### src/rtl/adsr_envelope_poly.sv
// Multi-voice ADSR envelope generator: VOICES independent envelopes sharing controls and beat tick.
// Ports: clk/reset (async active-high), beat tick, per-voice gate, shared attack/decay/sustain/released,
//        packed envelope_out / phase_out levels, per-voice active flag. Outputs registered, 1 clk after beat.
module adsr_envelope_poly #(
    parameter int VOICES      = 4,
    parameter int ENV_W       = 16,
    parameter int RATE_W      = 8,
    parameter int SHIFT       = 8,
    parameter bit RETRIG_ZERO = 1'b1
) (
    input  logic                      clk,
    input  logic                      reset,
    input  logic                      beat,
    input  logic [VOICES-1:0]         gate,
    input  logic [RATE_W-1:0]         attack,
    input  logic [RATE_W-1:0]         decay,
    input  logic [RATE_W-1:0]         sustain,
    input  logic [RATE_W-1:0]         released,
    output logic [VOICES*ENV_W-1:0]   envelope_out,
    output logic [VOICES*3-1:0]       phase_out,
    output logic [VOICES-1:0]         active
);

    localparam logic [2:0] ST_IDLE    = 3'd0;
    localparam logic [2:0] ST_ATTACK  = 3'd1;
    localparam logic [2:0] ST_DECAY   = 3'd2;
    localparam logic [2:0] ST_SUSTAIN = 3'd3;
    localparam logic [2:0] ST_RELEASE = 3'd4;

    // One guard bit above the envelope so sums and differences can be range-checked before saturating.
    localparam int XW = ENV_W + 1;
    localparam logic [XW-1:0] MAX_X = {1'b0, {ENV_W{1'b1}}};

    logic [XW-1:0] inc_a, inc_d, inc_r, sus_x;

    assign inc_a = {{(XW-RATE_W){1'b0}}, attack}   << SHIFT;
    assign inc_d = {{(XW-RATE_W){1'b0}}, decay}    << SHIFT;
    assign inc_r = {{(XW-RATE_W){1'b0}}, released} << SHIFT;
    assign sus_x = {{(XW-RATE_W){1'b0}}, sustain}  << (ENV_W - RATE_W);

    // Applies one tick of the phase rule for the (already priority-resolved) phase.
    // Returns {next_phase, next_env}.
    function automatic logic [ENV_W+2:0] env_step(
        input logic [2:0]    ph,
        input logic [XW-1:0] e,
        input logic [XW-1:0] ia,
        input logic [XW-1:0] id,
        input logic [XW-1:0] ir,
        input logic [XW-1:0] sl
    );
        logic [2:0]    nph;
        logic [XW-1:0] ne;
        logic [XW-1:0] diff;
        nph  = ph;
        ne   = e;
        diff = e - id;
        case (ph)
            ST_IDLE: ne = '0;
            ST_ATTACK: begin
                ne = e + ia;
                if (ia == '0 || ne >= MAX_X) begin
                    ne  = MAX_X;
                    nph = ST_DECAY;
                end
            end
            ST_DECAY: begin
                // id > e catches the wrapped subtraction before comparing against sustain.
                if (id == '0 || e <= sl || id > e || diff <= sl) begin
                    ne  = sl;
                    nph = ST_SUSTAIN;
                end else begin
                    ne = diff;
                end
            end
            ST_SUSTAIN: ne = sl;
            ST_RELEASE: begin
                if (ir == '0 || ir >= e) begin
                    ne  = '0;
                    nph = ST_IDLE;
                end else begin
                    ne = e - ir;
                end
            end
            default: begin
                ne  = '0;
                nph = ST_IDLE;
            end
        endcase
        return {nph, ne[ENV_W-1:0]};
    endfunction

    for (genvar v = 0; v < VOICES; v++) begin : g_voice
        logic [2:0]       phase_q, phase_d, ph_pre;
        logic [ENV_W-1:0] env_q, env_d;
        logic [XW-1:0]    env_pre;
        logic             trig_q, trig_d, gate_prev_q, trig_now;

        // A gate edge in the same cycle as the tick is consumed by that tick.
        assign trig_now = trig_q | (gate[v] & ~gate_prev_q);
        assign trig_d   = beat ? 1'b0 : trig_now;

        // Trigger beats note-off; both redirect the phase before the step is applied in the same tick.
        always_comb begin
            ph_pre  = phase_q;
            env_pre = {1'b0, env_q};
            if (trig_now) begin
                ph_pre = ST_ATTACK;
                if (RETRIG_ZERO) env_pre = '0;
            end else if (!gate[v] && (phase_q == ST_ATTACK || phase_q == ST_DECAY ||
                                      phase_q == ST_SUSTAIN)) begin
                ph_pre = ST_RELEASE;
            end
        end

        assign {phase_d, env_d} = env_step(ph_pre, env_pre, inc_a, inc_d, inc_r, sus_x);

        always_ff @(posedge clk or posedge reset) begin
            if (reset) begin
                phase_q     <= ST_IDLE;
                env_q       <= '0;
                trig_q      <= 1'b0;
                gate_prev_q <= 1'b0;
            end else begin
                gate_prev_q <= gate[v];
                trig_q      <= trig_d;
                if (beat) begin
                    phase_q <= phase_d;
                    env_q   <= env_d;
                end
            end
        end

        assign envelope_out[v*ENV_W +: ENV_W] = env_q;
        assign phase_out[v*3 +: 3]            = phase_q;
        assign active[v]                      = (phase_q != ST_IDLE);
    end

endmodule

### config.mk
export PLATFORM = sky130hd
export DESIGN_NAME = adsr_envelope_poly
export DESIGN_NICKNAME = d
export VERILOG_FILES = /design/src/rtl/adsr_envelope_poly.sv
export SDC_FILE = /design/constraint.sdc
export NUM_CORES = 1
export LEC_CHECK = 0
export CAP_MARGIN = 20
export CORE_MARGIN = 4
export CORE_UTILIZATION = 50
export CTS_CLUSTER_SIZE = 16
export DETAILED_ROUTE_END_ITERATION = 10
export GPL_TIMING_DRIVEN = 1
export PLACE_DENSITY = 0.71
export SLEW_MARGIN = 25
export SYNTH_ARGS = -nofsm -noshare
export SYNTH_HDL_FRONTEND = slang
export SYNTH_SLANG_ARGS = --single-unit
### constraint.sdc
create_clock -name clk -period 8.4 [get_ports clk]
set_input_delay 1.68 -clock clk [delete_from_list [all_inputs] [get_ports clk]]
set_output_delay 1.68 -clock clk [all_outputs]
set_load 0.03 [all_outputs]
# Yosys cells after proc, flatten, opt, wreduce, memory -nomap -nowiden
# Cells that the tools add are included.
# Widths: inputs -> output; s select.
[totals] ff_bits=84 input_bits=39 wordCells=187 out_inout_bits=80
[op_classes] n_addsub=12 n_mux=48 eq_ne=28 n_lt_le_gt_ge=20 n_bitwise=12 n_reduce_logical=51
[op_table] op="$mux 16" count=16
[op_table] op="$pmux 16 s4" count=4
[op_table] op="$le 17x16->1" count=7
[op_table] op="$add 16x16->17" count=4
[op_table] op="$ge 17x16->1 const B" count=4
[op_table] op="$sub 16x16->17" count=4
[op_table] op="$sub 16x16->16" count=4
[op_table] op="$mux 3" count=20
[op_table] op="$ge 16x17->1" count=3
[op_table] op="$gt 16x17->1" count=3
[op_table] op="$logic_not 17->1" count=3
[op_table] op="$eq 3x2->1 const B" count=16
[op_table] op="$pmux 3 s4" count=4
[op_table] op="$logic_or 1x1->1" count=28
[op_table] op="$eq 3x1->1 const B" count=8
[op_table] op="$ge 16x16->1" count=1
[op_table] op="$gt 16x16->1" count=1
[op_table] op="$le 16x16->1" count=1
[op_table] op="$eq 3x3->1 const B" count=4
[op_table] op="$logic_not 3->1" count=4
[op_table] op="$reduce_bool 3->1" count=4
[op_table] op="$reduce_or 2->1" count=4
[op_table] op="$and 1x1->1" count=4
[op_table] op="$logic_and 1x1->1" count=4
[op_table] op="4 further kinds" count=16

# Logic depth before layout (Yosys ltp)
# Gate-level depths: netlist of the first run.
[logic_depth] word_depth=10 mapped_depth=23

# Worst setup path before layout of the first run
# No wires, ideal clock.
[synth_path] path_kind="input to register" startpoint="input port gate[0]" endpoint="register g_voice[0].env_q[13]" t_arrival_ns=5.628 n_path_buf=3 setup_ns=0.065 slack_ns=2.708 cell_stages=22 path_cell_list="and2b_1 -> buf_2 -> buf_2 -> nor2_1 -> buf_2 -> nand2_1 -> ha_1 -> inv_1 -> ha_1 -> o21ai_0 -> a221oi_1 -> nor2_1 -> ha_1 -> a211o_1 -> o221ai_1 -> a21oi_1 -> o31ai_1 -> o31ai_1 -> and4b_1 -> nor3_2 -> a22o_1 -> a21o_1"
[synth_between] elab_chain_cells=9 elab_cells_between_ends=28 cone_classes="add/sub: 3; order compare: 5; eq/ne: 4; mux: 7; bitwise: 2; reduce/logical: 7"
[synth_rtl] element="start: declaration" line_no="14" text="input logic [VOICES-1:0] gate,"
[synth_rtl] element="branches (longest 8 deep; another with $sub 16x16->17)"
[synth_rtl] element="$pmux 16 s4 (*)" line_no="57" text="case (ph)"
[synth_rtl] element="end signal: assignment" line_no="128" text="env_q <= env_d;"
[synth_rtl] element="end: declaration" line_no="94" text="logic [ENV_W-1:0] env_q, env_d;"
# Mark *: on every way between the ends.
# A chain may end at the register's enable or synchronous reset.

# Worst setup path after layout of the first run
[layout_path] startpoint="input port gate[0]" endpoint="register g_voice[0].env_q[8]"
# Same word-level chain as after synthesis.

==> run metrics, run 1 <==
status finished, final reports clean; critical path launch point type input pin; Avg Cell Area, Syn 7.64 um^2; worst vdd ir 0.169 mV; die area between 20000 and 30000 um^2; clk slew on worst S/H paths 0.08 ns; Synth Area in XOR/XNOR 6.62%; post_cts resized 0; Reg area 2100 um^2; Worst Setup End Kind flip-flop; Synth Area in Simple Gates 22.7%; vias in the first global route 13500; Multi-input gate area 9730 um^2; total number of vias approximately 14000; maximum clock insertion buffer count 2; count of clock tree sinks 84; I/O pins 119; largest net degree at the start of global routing 47; Port Buffer Count 118; Row Count 57; fin nets around 1900; Layout Skew slightly above 0.01 ns; Worst Max-Slew Pin Slew 0.950 ns; number of synthesized flops with an enable pin 0; #FFs+latches synth 84; WL per Instance 25.4 um; Iter 0 DRT Violations 1829; die height between 150 and 200 um; RSZ-0062 raised after global routing false; root buffer cell clkbuf_16; LEAKAGE 6.08 nW; Tcrit/Tclk final ~81%; Mapped Area 12600 um^2; GRT Overall Usage 35.9%; Post-synth ARST share 100%; synthesized net count roughly 1800; YS warnings 0; Req. time, crit path roughly 8.7 ns; sequential area share after synthesis 16.7%; setup_tns 0 ns; area leader, netlist dfrtp_1; GRT overflow 0; Synth Area in Compound Gates 30.8%; Relative slew margins approximately 36%; post-route ant nets 0; Area contributors post-synth dfrtp_1, ha_1, xnor2_1; first-pass GRT wire length 79.2 mm; crit-path max FO 21; post-cts hold buffer count 0; H-Tree Depth 3; drt via density 6.94; Pins Over Slew Limit 0; Fmax 0.147 GHz; filler instances 2349; residual DRC count 0; CORE AREA 24500 um^2; fraction of layout cells with a size suffix above 1 4.89%; CTS tree built; mux cell area share after synthesis around 1.4%; DRT Pass-1 Iters 8; largest family of logic cells by synthesized area compound AO/OA/AOI/OAI gates; Hold Fails Final Rpt 0; Starting Density 51.2%; minimum clock period 6.81 ns; worst skew pair latency 0.37 ns; Power Density 254 nW/um^2; CTS buffer count 9; final number of setup-violating endpoints 0; Post-CTS Setup Bufs 0; DP Wirelength 37.5 mm; Gate Count Post-Synth around 1600; Placer Congestion 1.02; Die Wd 167 um; post-synthesis adder-cell area fraction about 16%; hold crit path type flip-flop to flip-flop; ys flop type dfrtp_1; worst path arrival time 7.09 ns; top-area cell type share of the netlist area 16.7%; Setup CP Type input pin to flip-flop; synth unique cells 100; total detailed-routing wirelength 51.8 mm; Area Growth Syn to Fin 13.6%; Design Power 3.63 mW; initial antenna violation count 1; Max Cap Viol 0
==> layout make-up <==
class                   count  share of cell area [%]
clock inverters             4                   0.683
diodes                      1                  0.0175
inverters                  94                    2.51
clock buffers              11                    1.70
well taps                 324                    2.84
flip-flops and latches     84                    14.7
repair buffers            140                    9.39
multi-input cells        1385                    68.1
==> per-stage QoR <==
step | util [%] | cell area, um^2 | hold slack (ns) | cells | setup WS (ns)
2_1_floorplan | - | 12600 | 0.684 | 1646 | 2.71
3_3_place_gp | 56.8 | 13900 | 0.511 | 2027 | 1.29
3_5_place_dp | 56.8 | 13900 | 0.526 | 2027 | 1.40
4_1_cts | 58.2 | 14300 | 0.541 | 2042 | 1.77
5_1_grt | 58.2 | 14300 | 0.548 | 2042 | 1.27
6_report | 58.2 | 14300 | 0.540 | 2043 | 1.59
==> worst max-delay path, cell delays in order <==
cell and delay [ns]:
clkdlybuf4s50_1 0.59, and2b_1 0.60, nor2_1 0.12, nand2_1 0.19
ha_1 0.30, inv_1 0.07, ha_1 0.22, o21ai_0 0.35
a221oi_1 0.16, nor2_1 0.29, ha_1 0.33, a211o_1 0.32
o221ai_1 0.17, a21oi_1 0.08, o31ai_1 0.29, o31ai_1 0.17
and4b_1 0.27, nor3_2 0.56, a211oi_1 0.20, o221ai_1 0.11
==> where the power goes <==
| part | switching [mW] | total, mW | internal, mW |
|---|---|---|---|
| registers | 0.191 | 0.688 | 0.496 |
| logic | 1.49 | 2.44 | 0.953 |
| clock network | 0.202 | 0.501 | 0.299 |
| total | 1.88 | 3.63 | 1.75 |
==> logic make-up (layout without fill, tap and decap cells) <==
kind of cell               Yosys count  after routing
adders and majority gates          161            161
muxes                               16             16
other                                0              1
AOI/OAI and AO/OA                  558            558
DFF                                 84             84
xor gates and xnor gates            95             95
buffers and inverters              177            249
and+or+nand+nor                    555            555
==> synth_stat cells, drive strengths merged (25+ instances only) <==
cell	number
xor2	30
nand4	25
nand3	62
nand2b	32
clkbuf	41
a211oi	37
nand2	127
a31oi	33
inv	92
nor3	49
buf	42
nor2b	31
xnor2	65
a21oi	107
ha	158
nor2	127
dfrtp	84
a21o	47
o21ai	112
==> per-layer routing <==
| layer | vias to the layer above | wire length (um) | GRT usage (%) |
|---|---|---|---|
| met5 | - | 0 | 0 |
| met4 | 0 | 3130 | 20.2 |
| met3 | 202 | 5450 | 8.01 |
| met2 | 919 | 22200 | 53.7 |
| met1 | 6692 | 21000 | 47.8 |
| li1 | 6366 | - | - |
==> flip-flops by register name, indices dropped and copies added (netlist names) <==
name                 flops
g_voice.env_q           64
g_voice.gate_prev_q      4
g_voice.phase_q         12
g_voice.trig_q           4
==> layout by cell type (no fill, tap or decap), drive strengths merged, types with 31 or more instances in the layout <==
master,netlist,final
nand3,62,62
nor2b,31,31
a21o,47,47
inv,92,91
nand2b,32,32
a31oi,33,33
dfrtp,84,84
nor3,49,49
clkdlybuf4s50,0,117
nor2,127,127
xnor2,65,65
nand2,127,127
ha,158,158
a211oi,37,37
a21oi,107,107
o21ai,112,112
==> worst paths after layout <==
path                                         from                  end  slack (ns)  cells after the start
setup reg to reg           g_voice[0].gate_prev_q  g_voice[0].env_q[8]        3.09                     19
min in group asynchronous                   reset  g_voice[2].env_q[3]        1.73                      2
hold reg to reg               g_voice[2].env_q[2]  g_voice[2].env_q[2]        0.54                      1
hold / removal                g_voice[2].env_q[2]  g_voice[2].env_q[2]        0.54                      1
setup / recovery                          gate[0]  g_voice[0].env_q[8]        1.59                     20
max in group asynchronous                   reset  g_voice[3].env_q[8]        5.54                      3
(Power assumes the default switching activity.)
==> inputs of run 2 (changes only) <==
Settings changed: PLACE_DENSITY 0.71 to 0.74.
Clock period 8.4 ns to 6 ns, I/O delays scaled along.
==> run metrics, run 2 (same netlist as run 1, synthesis figures left out) <==
status finished, final reports clean; worst r2r dst g_voice[2].env_q[15]; Max Cap Viol 0 (unchanged); die area 27700 um^2 (unchanged); Worst Setup End Kind flip-flop; reg2reg setup slack 1.02 ns (-2.07 ns); Area Growth Syn to Fin 16.3%; Worst Max-Slew Pin Slew 1.02 ns (+0.0743 ns); post-cts hold buffer count 0 (unchanged); Fmax 0.180 GHz; worst skew pair latency 0.37 ns (about the same); residual DRC count 0 (unchanged); crit-path max FO 6 (-71%); fraction of layout cells with a size suffix above 1 7.63% (+2.7 points); most flop-heavy register g_voice.env_q; Power Density 344 nW/um^2 (+36%); CORE AREA 24500 um^2 (unchanged); root buffer cell clkbuf_16; maximum clock insertion buffer count 2 (unchanged); DP Wirelength 38.2 mm (+1.7%); CP cell instances clkdlybuf4s50_1 > nand2b_1 > nand2_1 > ha_1 > ha_1 > o21ai_0 > o21ai_0 > a21oi_1 > o21ai_0 > xor2_1 > ha_1 > nand4_1 > a21oi_1 > o41ai_1 > a221o_1 > or2_1 > nor2_2 > or4_1 > o221ai_1; fin nets 1961 (+2.6%); drt via density 6.90 (-0.51%); Largest stage delay, worst path 0.48 ns (-0.12 ns); Design Power 5.03 mW (+39%); Tcrit/Tclk final 92.3%; CTS buffer count 9 (unchanged); first-pass GRT wire length 78.6 mm (-0.79%); total number of vias 14500 (+2.0%); worst vdd ir 0.234 mV (+39%); fin util 59.6% (+1.4 points); RSZ-0062 raised after global routing false; Starting Density 51.2% (unchanged); Layout Skew 0.0108 ns (+0.000467 ns); Buf/Inv on CP 1 (-1); die height 167 um (unchanged); most common cell after layout, fill and taps aside ha_1; max reg flops 64 (unchanged); Hold Fails Final Rpt 0 (unchanged); crit path from gate[2]; DRT Pass-1 Iters 6 (-2); commonest non-fill, non-tap cells in the layout ha_1, nand2_1, nor2_1, clkdlybuf4s50_1, a21oi_1; initial antenna violation count 0 (-1); Setup CP Type input pin to flip-flop; WL per Instance 24.5 um (-3.4%); GRT overflow 0 (unchanged); Port Buffer Count 118 (unchanged); critical path launch point type input pin; vias in the first global route 13800 (+2.1%); Min-Delay Path Depth 1 (unchanged); worst path arrival time 5.82 ns (-1.27 ns); post_cts resized 0 (unchanged); H-Tree Depth 3 (unchanged); setup_tns 0 ns (unchanged); Req. time, crit path 6.28 ns (-2.40 ns); post-route ant nets 0 (unchanged); count of clock tree sinks 84 (unchanged); minimum clock period roughly 5.5 ns; clk slew on worst S/H paths 0.07 ns (about the same); RR Startpoint g_voice[2].env_q[9]; CTS tree built; Min Hold Slack 0.523 ns (-0.0171 ns); GRT Overall Usage 35.4% (-0.42 points); Row Count 57 (unchanged); Crit path depth 19 (-5.0%); Pins Over Slew Limit 0 (unchanged); LEAKAGE 6.31 nW (+3.7%); total detailed-routing wirelength 51.3 mm (-1.0%); Worst Reg-to-Reg Cells 18 (-1); I/O pins 119 (unchanged); Die Wd 167 um (unchanged); final number of setup-violating endpoints 0 (unchanged); hold crit path type flip-flop to flip-flop; largest net degree at the start of global routing 45 (-4.3%); Relative slew margins 31.4% (-5.0 points); Post-CTS Setup Bufs 0 (unchanged); Worst path slowest cell clkdlybuf4s50_1; Multi-input gate area 9730 um^2 (unchanged); Placer Congestion 1.01 (-1.0%); Reg area 2100 um^2 (unchanged); Critical Path End g_voice[2].env_q[15]; largest registers g_voice.env_q x64, g_voice.phase_q x12; CP delay by family, top compound AO/OA/AOI/OAI gates; filler instances 2265 (-3.6%); Iter 0 DRT Violations 1842 (+0.71%)
## run 2: changes by cell type in the layout (fill, tap and decap cells not counted), sizes merged
cell and change:
clkbuf +1, buf +50, clkinv +2, bufinv -2
## run 2: how the worst min path moves through the flow
stage / endpoint / slack (ns) / startpoint
finish: g_voice[3].env_q[13] / 0.52 / g_voice[3].env_q[13]
floorplan: g_voice[3].env_q[13] / 0.68 / g_voice[3].env_q[13]
CTS: g_voice[3].env_q[13] / 0.53 / g_voice[3].env_q[13]
detailed placement: g_voice[3].env_q[13] / 0.51 / g_voice[3].env_q[13]
global placement: g_voice[0].env_q[2] / 0.51 / g_voice[0].env_q[2]
global route: g_voice[3].env_q[13] / 0.56 / g_voice[3].env_q[13]
## run 2: area by class of cell
class / instances / share of cell area [%]
Timing Repair Buffer: 190 / 11.7
Tap cell: 324 / 2.77
Clock inverter: 4 / 0.325
Clock buffer: 12 / 1.75
Inverter: 94 / 2.46
Sequential cell: 84 / 14.4
Multi-Input combinational cell: 1385 / 66.6
Antenna cell: 1 / 0.0171
## run 2: power breakdown
group	leakage, nW	total (mW)	internal, mW	switching (mW)
combinational	5.04	3.47	1.38	2.09
clock	0.149	0.614	0.345	0.269
sequential	1.12	0.952	0.695	0.256
total	6.31	5.03	2.42	2.61
## run 2: through the flow
stage / cell area [um^2] / std cells / setup slack [ns]
3_5_place_dp: 14300 / 2077 / 0.200
2_1_floorplan: 12600 / 1646 / 0.788
4_1_cts: 14600 / 2093 / 0.553
5_1_grt: 14600 / 2093 / 0.0582
6_report: 14600 / 2094 / 0.459
3_3_place_gp: 14300 / 2077 / 0.215
## run 2: routing by layer
| layer | global-route usage, % | share of wire, % |
|---|---|---|
| met5 | 0 | 0 |
| met2 | 53.3 | 42 |
| met3 | 7.96 | 12 |
| met4 | 22.1 | 7.2 |
| met1 | 46.2 | 39 |
==> inputs of run 3 (changes only) <==
Settings changed: CORE_UTILIZATION 50 to 25, PLACE_DENSITY 0.74 to unset, SLEW_MARGIN 25 to unset.
==> run metrics, run 3 (same netlist as run 1, synthesis figures left out) <==
CORE AREA 49400 um^2 (+100%); I/O pins 119 (unchanged); GRT Overall Usage 20.3% (-15 points); GRT overflow 0 (unchanged); Starting Density 25.5% (-26 points); maximum clock insertion buffer count 2 (unchanged); Design Power 5.12 mW (+1.6%); largest net degree at the start of global routing 46 (+2.2%); total detailed-routing wirelength 56.5 mm (+10%); Req. time, crit path 6.21 ns (-0.07 ns); commonest non-fill, non-tap cells in the layout ha_1, nand2_1, nor2_1, clkdlybuf4s50_1, a21oi_1; most common cell after layout, fill and taps aside ha_1; final number of setup-violating endpoints 0 (unchanged); Pins Over Slew Limit 0 (unchanged); drt via density 5.80 (-16%); Power Density 340 nW/um^2 (-1.3%); Placer Congestion 1.01 (-0.29%); Max Cap Viol 0 (unchanged); Min Hold Slack 0.531 ns (+0.00771 ns); Worst Setup End Kind flip-flop; Iter 0 DRT Violations 1463 (-21%); LEAKAGE 6.31 nW (about the same); WL per Instance 23.2 um (-5.2%); final worst slack 0.462 ns (+0.00237 ns); CP delay by family, top compound AO/OA/AOI/OAI gates; setup_tns 0 ns (unchanged); die area 53900 um^2 (+94%); Row Count 81 (+42%); Area Growth Syn to Fin 19.7%; status finished, final reports clean; H-Tree Depth 3 (unchanged); die height 232 um (+39%); Hold Crit Start g_voice[2].env_q[1]; post_cts resized 0 (unchanged); crit path from gate[3]; post-cts hold buffer count 0 (unchanged); max reg flops 64 (unchanged); count of clock tree sinks 84 (unchanged); largest registers g_voice.env_q x64, g_voice.phase_q x12; DP Wirelength 44.0 mm (+15%); Post-CTS Setup Bufs 0 (unchanged); Tcrit/Tclk final 92.3% (about the same); Setup CP Type input pin to flip-flop; Fmax 0.181 GHz (about the same); Port Buffer Count 118 (unchanged); fin nets 1963 (+0.10%); critical path launch point type input pin; Die Wd 232 um (+39%); worst skew pair latency 0.39 ns (+0.02 ns); crit-path max FO 12 (+6); RR Startpoint g_voice[2].env_q[9]; CP cell instances clkdlybuf4s50_1 > nor2b_1 > nor2_1 > inv_1 > ha_1 > and3b_1 > o211ai_1 > o21ai_0 > a22o_1 > a211oi_1 > nor3_1 > ha_1 > a211o_1 > a31o_2 > a2bb2oi_1 > nor3_1 > buf_4 > a21oi_1 > o21ai_0; Layout Skew 0.0100 ns (-0.000772 ns); DRT Pass-1 Iters 6 (unchanged); Buf/Inv on CP 3 (+2); Worst path slowest cell clkdlybuf4s50_1; initial antenna violation count 1 (+1); fraction of layout cells with a size suffix above 1 7.68% (+0.052 points); post-route ant nets 0 (unchanged); most flop-heavy register g_voice.env_q; vias in the first global route 13500 (-2.0%); first-pass GRT wire length 83.8 mm (+6.7%); DP Worst Slack 0.112 ns (-0.0883 ns); CTS tree built; antenna diode count 0 (-1); Largest stage delay, worst path 0.61 ns (+0.13 ns); hold crit path type flip-flop to flip-flop; minimum clock period 5.54 ns (-0.00237 ns); RSZ-0062 raised after global routing false; clk slew on worst S/H paths 0.06 ns (about the same); root buffer cell clkbuf_16; total number of vias 14100 (-2.3%); CTS buffer count 9 (unchanged); residual DRC count 0 (unchanged); Worst Max-Slew Pin Slew 1.09 ns (+0.0614 ns); worst path arrival time 5.75 ns (-0.07 ns); Relative slew margins 27.4% (-4.0 points); Hold Fails Final Rpt 0 (unchanged); worst vdd ir 0.168 mV (-28%)
==> run 3: cell count changes in the layout (fill, tap and decap cells not counted), sizes merged <==
cell	change
inv	+1
diode	-1
buf	+2
clkinvlp	+1
clkbuf	-1
clkinv	-2
==> run 3: worst paths after layout <==
path	to	slack (ns)	cells after the start
max in group asynchronous	g_voice[1].env_q[15]	3.75	3
worst min-delay path	g_voice[2].env_q[1]	0.53	1
worst min register to register	g_voice[2].env_q[1]	0.53	1
worst max register to register	g_voice[2].env_q[5]	0.94	18
worst max-delay path	g_voice[3].env_q[1]	0.46	19
min in group asynchronous	g_voice[0].trig_q	1.21	2
==> run 3: final cells by class <==
type / instances / area [um^2]
Fill cell: 5260 / 34300
Multi-Input combinational cell: 1385 / 9730
Sequential cell: 84 / 2100
Timing Repair Buffer: 192 / 1730
Tap cell: 664 / 831
Inverter: 94 / 360
Clock buffer: 11 / 243
Clock inverter: 4 / 50.0
==> run 3: where the power goes <==
part / switching (mW) / total (mW) / internal [mW]
sequential: 0.288 / 0.983 / 0.695
combinational: 2.14 / 3.54 / 1.39
clock: 0.266 / 0.596 / 0.331
==> run 3: through the flow <==
stage	std cells	util [%]	cell area [um^2]
3_5_place_dp	2419	29.9	14800
6_report	2434	30.5	15000
5_1_grt	2434	30.5	15000
2_1_floorplan	1646	-	12600
4_1_cts	2434	30.5	15000
3_3_place_gp	2419	29.9	14800
==> run 3: metal layers <==
metal  GRT usage (%)  share of wire (%)  up-vias  routed length, um
met5               0                  0        -                  0
met4            8.57                4.0        0               2230
met3            3.31                8.2      135               4640
met2            32.8                 45      753              25500
met1            26.9                 43     6789              24200
li1                -                  -     6444                  -
